===== src/rtl/seg_pkg.sv =====
// Shared types and constants for the eight-digit seven-segment scan controller.
package seg_pkg;

  typedef enum logic {
    S_BLANK = 1'b0,
    S_DRIVE = 1'b1
  } state_t;

  localparam logic [6:0] SEG_OFF = 7'h7F;
  localparam logic [7:0] AN_OFF  = 8'hFF;

  // True when digit idx (never digit 0) and every more-significant nibble are zero.
  function automatic logic lz_blank(input logic [31:0] val, input logic [2:0] idx);
    logic any_nz;
    any_nz = 1'b0;
    for (int i = 1; i < 8; i++)
      if (i >= int'(idx)) any_nz = any_nz | (val[4*i +: 4] != 4'h0);
    return (idx != 3'd0) && !any_nz;
  endfunction

endpackage


===== src/rtl/hex_to_seg7.sv =====
// Hex nibble to active-low seven-segment glyph, bit order {G,F,E,D,C,B,A}.
module hex_to_seg7 (
  input  logic [3:0] i_hex,
  output logic [6:0] o_seg
);

  always_comb begin
    o_seg = 7'h7F;
    case (i_hex)
      4'h0: o_seg = 7'b1000000;
      4'h1: o_seg = 7'b1111001;
      4'h2: o_seg = 7'b0100100;
      4'h3: o_seg = 7'b0110000;
      4'h4: o_seg = 7'b0011001;
      4'h5: o_seg = 7'b0010010;
      4'h6: o_seg = 7'b0000010;
      4'h7: o_seg = 7'b1111000;
      4'h8: o_seg = 7'b0000000;
      4'h9: o_seg = 7'b0010000;
      4'hA: o_seg = 7'b0001000;
      4'hB: o_seg = 7'b0000011;
      4'hC: o_seg = 7'b1000110;
      4'hD: o_seg = 7'b0100001;
      4'hE: o_seg = 7'b0000110;
      4'hF: o_seg = 7'b0001110;
      default: o_seg = 7'h7F;
    endcase
  end

endmodule


===== src/rtl/seg_scan_controller.sv =====
// Multiplexed 8-digit display scanner with blanking gaps, leading-zero
// suppression and frame-synchronous (tear-free) display updates.
module seg_scan_controller
  import seg_pkg::*;
#(
  parameter int REFRESH_DIV  = 100000,
  parameter int BLANK_CYCLES = 1000,
  parameter bit LZ_SUPPRESS  = 1'b1
) (
  input  logic        clk,
  input  logic        reset,
  input  logic        load,
  input  logic [31:0] load_data,
  input  logic [7:0]  load_dp,
  output logic [6:0]  seg,
  output logic        dp,
  output logic [7:0]  an,
  output logic        frame_done,
  output logic [31:0] shown_value
);

  localparam int MAXC = (REFRESH_DIV > BLANK_CYCLES) ? REFRESH_DIV : BLANK_CYCLES;
  localparam int CW   = $clog2(MAXC) + 1;
  localparam logic [CW-1:0] DRV_LAST = CW'(REFRESH_DIV - 1);
  localparam logic [CW-1:0] BLK_LAST = CW'(BLANK_CYCLES - 1);

  state_t        r_state;
  logic [CW-1:0] r_cnt;
  logic [2:0]    r_idx;
  logic [31:0]   r_disp;
  logic [7:0]    r_dp_reg;
  logic [31:0]   r_shadow;
  logic [7:0]    r_shadow_dp;
  logic          r_pending;
  logic [6:0]    r_seg;
  logic          r_dp;
  logic [7:0]    r_an;

  logic [3:0] w_nib;
  logic [6:0] w_glyph;
  logic       w_drv_end;
  logic       w_boundary;
  logic       w_lz;

  assign w_nib      = r_disp[4*r_idx +: 4];
  assign w_drv_end  = (r_state == S_DRIVE) && (r_cnt == DRV_LAST);
  assign w_boundary = w_drv_end && (r_idx == 3'd7);
  assign w_lz       = LZ_SUPPRESS && lz_blank(r_disp, r_idx);

  hex_to_seg7 u_dec (
    .i_hex (w_nib),
    .o_seg (w_glyph)
  );

  always_ff @(posedge clk) begin
    if (reset) begin
      r_state     <= S_BLANK;
      r_cnt       <= '0;
      r_idx       <= '0;
      r_disp      <= '0;
      r_dp_reg    <= '0;
      r_shadow    <= '0;
      r_shadow_dp <= '0;
      r_pending   <= 1'b0;
      r_seg       <= SEG_OFF;
      r_an        <= AN_OFF;
      r_dp        <= 1'b1;
    end else begin
      case (r_state)
        S_BLANK: begin
          if (r_cnt == BLK_LAST) begin
            r_state <= S_DRIVE;
            r_cnt   <= '0;
          end else begin
            r_cnt <= r_cnt + 1'b1;
          end
        end
        S_DRIVE: begin
          if (w_drv_end) begin
            r_state <= S_BLANK;
            r_cnt   <= '0;
            r_idx   <= r_idx + 1'b1;
          end else begin
            r_cnt <= r_cnt + 1'b1;
          end
        end
        default: r_state <= S_BLANK;
      endcase

      // Outputs lag the FSM by one cycle so they come straight from flops.
      if (r_state == S_DRIVE) begin
        r_seg <= w_glyph;
        r_dp  <= ~r_dp_reg[r_idx];
        r_an  <= w_lz ? AN_OFF : ~(8'd1 << r_idx);
      end else begin
        r_seg <= SEG_OFF;
        r_dp  <= 1'b1;
        r_an  <= AN_OFF;
      end

      // A load landing on the boundary bypasses the shadow entirely.
      if (w_boundary) begin
        if (load) begin
          r_disp   <= load_data;
          r_dp_reg <= load_dp;
        end else if (r_pending) begin
          r_disp   <= r_shadow;
          r_dp_reg <= r_shadow_dp;
        end
        r_pending <= 1'b0;
      end else if (load) begin
        r_shadow    <= load_data;
        r_shadow_dp <= load_dp;
        r_pending   <= 1'b1;
      end
    end
  end

  assign seg         = r_seg;
  assign dp          = r_dp;
  assign an          = r_an;
  assign frame_done  = w_boundary & ~reset;
  assign shown_value = r_disp;

endmodule


===== config.mk =====
export PLATFORM = sky130hd
export DESIGN_NAME = seg_scan_controller
export DESIGN_NICKNAME = d
export VERILOG_FILES = /design/src/rtl/seg_pkg.sv /design/src/rtl/hex_to_seg7.sv /design/src/rtl/seg_scan_controller.sv
export SDC_FILE = /design/constraint.sdc
export NUM_CORES = 1
export LEC_CHECK = 0
export ABC_AREA = 1
export CAP_MARGIN = 20
export CORE_MARGIN = 3
export CORE_UTILIZATION = 54
export DETAILED_ROUTE_END_ITERATION = 16
export MAX_ROUTING_LAYER = met4
export PLACE_DENSITY_LB_ADDON = 0.25
export SYNTH_ARGS = -nofsm -noshare
export SYNTH_HDL_FRONTEND = slang
export SYNTH_SLANG_ARGS = --single-unit

===== constraint.sdc =====
create_clock -name clk -period 2.1 [get_ports clk]
set_input_delay 0.525 -clock clk [delete_from_list [all_inputs] [get_ports clk]]
set_output_delay 0.525 -clock clk [all_outputs]
set_load 0.005 [all_outputs]

After elaboration in Yosys (flattened, before gate mapping)
Memory sizes are Yosys's and may differ from the RTL's. A register that Yosys moved wholly into a read port is not among the register bits.
Cells that the tools add are included.
{"block": "classes", "add_sub_neg": 2, "mul": 0, "n_div": 0, "order_cmp": 7, "n_eq_ne": 3, "n_shift": 2, "n_mux": 18, "n_bitwise": 12, "n_reduce_logical": 19}
{"operator": "2-to-1 mux 32 bit", "n": 2}
{"operator": "2-to-1 mux 18 bit", "n": 2}
{"operator": "one-hot mux 18 bit (2 select lines)", "n": 1}
{"operator": "variable part select 32 x 6 -> 4 bit", "n": 1}
{"operator": "nonzero test 4 bit", "n": 7}
{"operator": "adder 18 x 1 -> 18 bit, second input constant", "n": 1}
{"operator": "== test 18 x 10 -> 1 bit, second input constant", "n": 1}
{"operator": "== test 18 x 17 -> 1 bit, second input constant", "n": 1}
{"operator": "2-to-1 mux 8 bit", "n": 2}
{"operator": "greater-or-equal comparator 3 bit, first input constant", "n": 3}
{"operator": "2-to-1 mux 1 bit", "n": 9}
{"operator": "NOT 8 bit", "n": 1}
{"operator": "left shift 1 x 3 -> 8 bit, first input constant", "n": 1}
{"operator": "greater-or-equal comparator 2 x 3 -> 1 bit, first input constant", "n": 2}
{"operator": "OR 1 bit", "n": 6}
{"operator": "AND reduction 2 bit", "n": 3}
{"operator": "< comparator 3 x 4 -> 1 bit, second input constant", "n": 1}
{"operator": "NOT 1 bit", "n": 4}
{"operator": "OR reduction 2 bit", "n": 2}
{"operator": "adder 3 x 1 -> 3 bit, second input constant", "n": 1}
{"operator": "binary-select mux 1 bit (select 3 bit)", "n": 1}
{"operator": "== test 3 bit, second input constant", "n": 1}
{"operator": "greater-or-equal comparator 1 x 3 -> 1 bit, first input constant", "n": 1}
{"operator": "logical AND 1 bit", "n": 3}
{"operator": "6 further kinds", "n": 6}
{"block": "totals", "register_bits": 112, "latchBits": 0, "ramBits": 0, "romBits": 112, "input_bits": 43, "out_inout_bits": 49, "elab_cells": 74, "n_memories": 1}
{"name": "(no name shown)", "depth": 16, "width": 7, "read_ports": 1, "rd_clocked_by_memory_dff": 1, "write_ports": 0, "line_no": "hex_to_seg7.sv:9", "source": "case (i_hex)"}

Depth between registers and ports, before layout
Gate-level depths: netlist of run 1.
{"block": "depth", "word_depth": 16, "ltp_mapped": 14, "mapped_depth_nobuf": 12}

Hierarchy
Synthesis of run 1 repeated with hierarchy kept, for this count alone.
{"block": "unflattened", "cells_unflattened": 945, "hier_area_um2": 6047.0}
{"mod": "seg_scan_controller", "instances": 1, "cells_each": 896, "area_per_inst_um2": 5773.0, "seq_area_each_um2": 2382.3}
{"mod": "hex_to_seg7", "instances": 1, "cells_each": 49, "area_per_inst_um2": 274.0, "seq_area_each_um2": 0.0}

Worst setup path before layout of run 1
Ideal clock, no wire load.
{"block": "synth_timing", "path_type": "register to register", "start": "reg r_idx[0]", "end": "reg r_seg[3], in the netlist seg[3]", "setup_time_ns": 0.130, "arrival_time_ns": 1.692, "required_time_ns": 1.970, "path_slack_ns": 0.279, "stages_incl_launch_ff": 15, "n_path_buf": 2, "synth_period_minus_slack_ns": 1.821, "cell_sequence": "dfxtp_1 > buf_2 > buf_2 > nand2_1 > o21ai_0 > nand2_1 > nand2_1 > nand2_1 > nand2_1 > inv_1 > ha_1 > inv_1 > nand3_1 > nand3_1 > nand3_1"}
{"block": "synth_between", "elab_chain_cells": 1}
{"item": "start: declaration", "line_no": "seg_scan_controller.sv:29", "source": "logic [2:0] r_idx;"}
{"item": "start signal: assignment", "line_no": "seg_scan_controller.sv:82", "source": "r_idx <= r_idx + 1'b1;"}
{"item": "variable part select 32 x 6 -> 4 bit", "line_no": "seg_scan_controller.sv:45", "source": "assign w_nib = r_disp[4*r_idx +: 4];"}
{"item": "end: declaration", "line_no": "seg_scan_controller.sv:35", "source": "logic [6:0] r_seg;"}
No other way between the ends.
A chain may end at the register's enable or synchronous reset.

Final worst setup path of run 1
{"block": "layout_timing", "start": "reg r_cnt[12]", "end": "out frame_done"}
{"block": "layout_between", "elab_chain_cells": 4}
{"item": "start: declaration", "line_no": "seg_scan_controller.sv:28", "source": "logic [CW-1:0] r_cnt;"}
{"item": "start signal: assignment", "line_no": "seg_scan_controller.sv:75", "source": "r_cnt <= r_cnt + 1'b1;"}
{"item": "start signal: assignment", "line_no": "seg_scan_controller.sv:84", "source": "r_cnt <= r_cnt + 1'b1;"}
{"item": "== test 18 x 17 -> 1 bit", "line_no": "seg_scan_controller.sv:46", "source": "assign w_drv_end = (r_state == S_DRIVE) && (r_cnt == DRV_LAST);"}
{"item": "logical AND 1 bit", "line_no": "seg_scan_controller.sv:46"}
{"item": "logical AND 1 bit", "line_no": "seg_scan_controller.sv:47", "source": "assign w_boundary = w_drv_end && (r_idx == 3'd7);"}
{"item": "AND 1 bit", "line_no": "seg_scan_controller.sv:122", "source": "assign frame_done = w_boundary & ~reset;"}
{"item": "end: declaration", "line_no": "seg_scan_controller.sv:18", "source": "output logic frame_done,"}
No other way between the ends.

==> results of run 1 <==
==> report_power, final <==
part | leakage (nW) | total, mW | switching [mW] | internal [mW]
Sequential | 0.973 | 2.34 | 0.0163 | 2.32
Clock | 0.296 | 2.98 | 0.994 | 1.98
Combinational | 2.55 | 0.361 | 0.202 | 0.159
Total | 3.82 | 5.67 | 1.21 | 4.46
==> synth_stat cells (4+ instances only) <==
cell and count:
nand2_1 288, nand2_2 5, ha_1 13, buf_2 12, nand4_1 13, nand3_1 27, dfxtp_1 119, o211ai_1 11
buf_6 4, buf_4 9, nand3b_1 6, xor2_1 7, inv_1 113, a21oi_1 12, nor3_1 8, o21ai_0 65
nor2_1 204, clkbuf_1 18
==> final cells by class <==
type | instances | area share (%)
Tap cell | 136 | 2.14
Multi-Input combinational cell | 670 | 38.3
Timing Repair Buffer | 137 | 16.4
Inverter | 114 | 5.44
Clock inverter | 9 | 1.86
Clock buffer | 23 | 5.75
Sequential cell | 119 | 30.1
==> worst paths after layout <==
check	from	endpoint	slack (ns)	cells past startpoint
max	r_cnt[12]	frame_done	-0.07	6
min	load	r_pending	0.43	4
max reg2reg	r_idx[0]	seg[1]	0.14	13
min reg2reg	r_shadow[5]	r_shadow[5]	0.51	4
==> critical path: cells and delay by family, from the launching register on <==
family	cells	cell delay, ns
and+or+nand+nor	5	0.67
DFF	1	0.33
buffers and inverters	1	0.13
==> stage by stage <==
stage                     setup TNS (ns)  total power, mW  area (sq um)  std cells  setup WS (ns)
after floorplan                        0             2.60          6040        948          0.279
after global placement            -0.118             2.73          7200       1168         -0.118
after detailed placement          -0.105             2.74          7200       1168         -0.105
after CTS                         -0.102             5.70          7840       1202         -0.102
after global routing              -0.314             5.85          7940       1208         -0.150
final                            -0.0725             5.67          7940       1208        -0.0725
==> timing repair <==
item,CTS,global route
setup buffers,2,6
endpoints found under the setup margin,1,28
gates cloned,0,0
pin swaps,6,7
gates resized for setup,19,16
==> cell families (layout without fill, tap and decap cells) <==
family                   Yosys count  in the layout
AND/OR/NAND/NOR                  559            559
buffers and inverters            159            283
flip-flops                       119            119
AO/OA/AOI/OAI                     90             90
adder cells (fa/ha/maj)           13             13
XOR/XNOR                           8              8
==> metal layers <==
layer / wire (um) / share of wire [%]
met1: 6960 / 46
met2: 7230 / 47
met3: 807 / 5.3
met4: 248 / 1.6
met5: 0 / 0
==> results.md, run 1 <==
* Area share of xor/xnor cells in the synthesized design at roughly 1.2%
* Source-to-sink clock delay at the later pin of the worst-skew pair at 0.52 ns
* Area of the multi-input gates at roughly 3000 sq um
* Die outline area at between 10000 and 15000 sq um
* Clock edge transition at the registers on the reported setup and hold paths at roughly 0.060 ns
* Most frequent standard cell in the layout excluding fill and tap cells: nand2_1
* Vias per inst at 4.94
* Slack of the critical path at -0.0725 ns
* Worst ir drop on vdd at around 0.68 mV
* TritonCTS clock tree: done
* Area growth, synth to finish at 31.5%
* Via count of the first global-routing pass at 5408
* Number of inserted filler cells in the final layout at roughly 850
* Fin. Hold Viols at 0
* First-pass GRT wire length at approximately 25000 um
* Antenna diodes at 0
* Critical Path End Type: output port
* Class of the tightest hold or removal check: in2reg
* Layout cells sized above 1 at between 10% and 20%
* Cell variety after synth at 29
* Total area of sequential cells at ~2400 sq um
* Floorplan row count at 37
* Post-CTS Hold Buffers at 0
* Count of endpoints failing setup in the final report at 1
* Violated checks: setup timing
* Required time of the critical path at 1.57 ns
* Time the worst path needs with I/O delays and setup at roughly 2.2 ns
* IO Pins at 92
* Count of nets left with antenna violations after detail routing at 0
* Top cells by area in the synthesized netlist: dfxtp_1 (39%), nand2_1 (18%), nor2_1 (13%)
* Critical Path Source Type: flip-flop
* Number of maximum-capacitance constraint violations at 0
* Count of state elements after synthesis at roughly 120
* Register area share after synthesis at between 30% and 40%
* Multiplexer share of the synthesized area at 0%
* Y dimension of the die at 112 um
* Highest-utilization routing layer at the global route stage: met2
* Total DRC errors in the routed layout at 0
* Mapped cell area at between 6000 and 7000 sq um
* Clock tree skew after final layout at between 0.009 and 0.01 ns
* Sequence of cells on the critical path: nor2_1 -> nand3_2 -> nor2_4 -> nand4_1 -> nor2_2 -> buf_2
* Initial Utilization at 56.9%
* Peak per-stage delay on the critical path at about 0.33 ns
* Mean area per synthesized cell at 6.37 sq um
* Root buffer cell: clkbuf_8
* Max-slew violations at 0
* Deepest level of the CTS H-tree at 4
* Last weighted congestion value of the routability-driven placer at 0.882
* Worst slew margin relative to its limit at between 60% and 70%
* RSZ-0062 raised after global routing: true
* Global-route usage over all layers at roughly a quarter
* Ratio of final minimum period to clock period at 103%
* GRT Residual Overflow at 0
* Detailed placer's ending HPWL at 10200 um
* Final Util at 74.9%
* Synth Area in Adders at approximately 2.7%
* Synthesized instance count at 948
* Routed wire per std cell at approximately 13 um
* Core Region at around 11000 sq um
* Detailed-routing iteration count for the pre-antenna-repair pass at 5
* Top fanout value on the critical path at 3
* Synthesized-area fraction occupied by ao, oa, aoi and oai cells at between 8 and 9%
* Leak at roughly 3.8 nW
* Startpoint-to-endpoint class of the critical path: reg2out
* Count of flip-flops with a built-in enable after synthesis at 0
* Met1 Track Usage GR at between 30% and 40%
* Most common flop cell mapped by yosys: dfxtp_1
* Slowest cell on crit path: dfxtp_1
* Net count of the finished layout at 1115
* Post-Synth Simple-Gate Area at between 30% and 40%
* Dominant combinational cell family by area after synthesis: simple AND/OR/NAND/NOR gates
* Overall die width at 112 um
* Hold Slack at about 0.43 ns
* Share of synthesized registers carrying an async set or reset at 0%
* Post-Route WL at between 15000 and 20000 um
* Largest net degree at the start of global routing at 81
* Net count after synthesis at roughly 1000
* Sink count of the clock tree at approximately 120
* Number of buffers added on ports at 91
* Pin slew with the least headroom to its limit at around 0.59 ns
* Overall via count from detail_route at a little under 6000
* Longest Clk Path Bufs at 2
* TritonCTS buffer count at 17
* Endpoint arrival time on the critical path at approximately 1.7 ns
* Maximum clock frequency at approximately 460 MHz
* Leading cell types in the layout, fill and taps excluded: nand2_1 (284), nor2_1 (199), dfxtp_1 (113), inv_1 (106), clkdlybuf4s50_1 (89)
* DRC marker count from the first detailed-route iteration at between 300 and 400
* GR met3 Demand/Resource at roughly 5.4%
* Cell accounting for the most synthesized area: dfxtp_1
* Run status: finished, violations left
* Share of Yosys cell area claimed by the top area cell type at approximately two fifths
* Number of antenna violations at the first check in global routing at 0
* Total power density per cell area at between 700 and 800 nW/um^2
* Synthesis Warnings at 0
* M2 GR Usage at 39.2%
Power figures use the tool's default switching activity.
==> inputs of run 2 (changes only) <==
CORE_UTILIZATION = 59   (was 54)
CTS_CLUSTER_SIZE = 40   (was default)
clock period = 2.5 ns   (was 2.1 ns; I/O delays follow)
==> run 2 against run 1 <==
Net effect: the flow now finishes without violations; sequential power decreased by 16%; die area shrank 8.0%; cell count fell by 2.4%; register-to-register slack gained 0.20 ns; via count fell by 0.79%; setup slack improved by 0.17 ns; combinational power fell by 16%; core utilization rose by 3.0 points; worst hold slack gained 0.080 ns; clock power down 8.7%; first-iteration DRC count is 5.0% lower.
==> results.md, run 2 (synthesized netlist as in run 1, its figures left out) <==
* Core Region at 9860 sq um (-7.0%)
* Worst slew margin relative to its limit at 35.9% (-25 points)
* Max-slew violations at 0 (unchanged)
* Floorplan row count at 36 (-2.7%)
* Total negative setup slack at 0 ns (+0.0725 ns)
* Ratio of final minimum period to clock period at between 90% and 100%
* Antenna diodes at 0 (unchanged)
* Area of the multi-input gates at 2990 sq um (-1.9%)
* Detailed placer's ending HPWL at 9880 um (-2.7%)
* Layout cells sized above 1 at 7.17% (-3.6 points)
* Clock edge transition at the registers on the reported setup and hold paths at 0.06 ns (about the same)
* Sink count of the clock tree at 119 (unchanged)
* Critical Path Source Type: flip-flop
* Post-Route WL at 15000 um (-1.6%)
* Worst ir drop on vdd at 0.611 mV (-9.9%)
* Via count of the first global-routing pass at 5487 (+1.5%)
* Number of antenna violations at the first check in global routing at 0 (unchanged)
* First-pass GRT wire length at 25000 um (+0.28%)
* Class of the tightest hold or removal check: reg2reg
* Clock tree skew after final layout at 0.00594 ns (-0.00379 ns)
* Total DRC errors in the routed layout at 0 (unchanged)
* Fin. Hold Viols at 0 (unchanged)
* Routed wire per std cell at 12.7 um (+0.87%)
* Root buffer cell: clkbuf_8
* Source-to-sink clock delay at the later pin of the worst-skew pair at 0.53 ns (about the same)
* RSZ-0062 raised after global routing: false
* Time the worst path needs with I/O delays and setup at between 2 and 2.5 ns
* Pin slew with the least headroom to its limit at 0.957 ns (+0.371 ns)
* Overall via count from detail_route at 5923 (-0.79%)
* Top fanout value on the critical path at 3 (unchanged)
* Startpoint-to-endpoint class of the critical path: reg2out
* IO Pins at 92 (unchanged)
* Overall die width at 107 um (-4.1%)
* Post-CTS Hold Buffers at 0 (unchanged)
* Placement Setup Slack at 0.0984 ns (+0.203 ns)
* Initial Utilization at 61.2% (+4.3 points)
* Slack of the critical path at 0.0962 ns (+0.169 ns)
* Run status: completed
* GRT Residual Overflow at 0 (unchanged)
* Deepest level of the CTS H-tree at 4 (unchanged)
* Maximum clock frequency at about 420 MHz
* Number of maximum-capacitance constraint violations at 0 (unchanged)
* Endpoint arrival time on the critical path at 1.78 ns (+0.13 ns)
* Vias per inst at 5.02 (+1.7%)
* Count of endpoints failing setup in the final report at 0 (-1)
* Total power density per cell area at 648 nW/um^2 (-9.3%)
* Leading cell types in the layout, fill and taps excluded: nand2_1 (288), nor2_1 (201), dfxtp_1 (116), inv_1 (108), clkdlybuf4s50_1 (89)
* Longest Clk Path Bufs at 2 (unchanged)
* Number of inserted filler cells in the final layout at 731 (-13%)
* Number of buffers added on ports at 91 (unchanged)
* Required time of the critical path at 1.88 ns (+0.31 ns)
* TritonCTS clock tree: done
* Area growth, synth to finish at 27.4%
* DRC marker count from the first detailed-route iteration at 358 (-5.0%)
* Critical Path End Type: output port
* Die outline area at 11500 sq um (-8.0%)
* Y dimension of the die at 107 um (-4.1%)
* Instance count along the most critical hold path at 4 (unchanged)
* Number of cell instances on the worst register-to-register path at 12 (-1)
* Global-route usage over all layers at 27.8% (+3.0 points)
* Most frequent standard cell in the layout excluding fill and tap cells: nand2_1
* Total area of sequential cells at 2390 sq um (-0.16%)
* Leak at 3.70 nW (-3.1%)
* Last weighted congestion value of the routability-driven placer at 0.970 (+10%)
* Count of nets left with antenna violations after detail routing at 0 (unchanged)
* TritonCTS buffer count at 17 (unchanged)
* Largest net degree at the start of global routing at 58 (-28%)
* Net count of the finished layout at 1089 (-2.3%)
* Detailed-routing iteration count for the pre-antenna-repair pass at 5 (unchanged)
[run 2: power breakdown]
part | switching, mW | total (mW) | leakage (nW) | internal [mW]
logic | 0.173 | 0.302 | 2.41 | 0.129
clock network | 0.872 | 2.72 | 0.315 | 1.85
registers | 0.0143 | 1.96 | 0.972 | 1.95
total | 1.06 | 4.98 | 3.70 | 3.92
[run 2: path summary, 6_finish.rpt]
path | start | end | slack (ns)
hold reg to reg | r_shadow[18] | r_shadow[18] | 0.51
setup / recovery | r_cnt[15] | frame_done | 0.1
hold / removal | r_shadow[18] | r_shadow[18] | 0.51
setup reg to reg | r_idx[1] | seg[0] | 0.34
[run 2: through the flow]
| step | power [mW] | std cells | area, sq um | hold WS [ns] | util, % |
|---|---|---|---|---|---|
| finish | 4.98 | 1179 | 7690 | 0.512 | 77.9 |
| global route | 5.14 | 1179 | 7690 | 0.548 | 77.9 |
| CTS | 5.00 | 1178 | 7680 | 0.513 | 77.9 |
| detailed placement | 2.30 | 1145 | 7010 | 0.503 | 71.0 |
| global placement | 2.29 | 1145 | 7010 | 0.499 | 71.0 |
| floorplan | 2.18 | 948 | 6040 | 0.441 | - |
[run 2: area by class of cell]
cell class,count,share of cell area (%)
clock inverters,12,2.90
clock buffers,20,5.66
repair buffers,111,13.8
well taps,133,2.16
multi-input cells,670,38.8
inverters,114,5.57
flip-flops and latches,119,31.0
[run 2: timing repair]
item                       in CTS  in global routing
pin swaps                       3                  3
gates resized for setup         8                  5
buffers inserted                1                  1
setup endpoints to repair       1                  1
[run 2: worst max-delay path: stages, from the launching register on]
cell and delay, ns:
dfxtp_1 0.33, inv_1 0.08, nor2_2 0.12, nand3_1 0.11, nor2_2 0.18, nand4_1 0.16
nor2_2 0.15, clkbuf_2 0.13
[run 2: metal layers]
layer	up-vias	GRT usage [%]	part of all wire, %
li1	3070	-	-
met1	2661	34.1	44
met2	163	45.5	48
met3	29	6.32	5.8
met4	0	9.13	1.8
met5	-	-	0
==> inputs of run 3 (changes only) <==
TNS_END_PERCENT = 100   (was default)
==> results of run 3 <==
No change in the layout: final DEF, timing and power equal those of run 2.
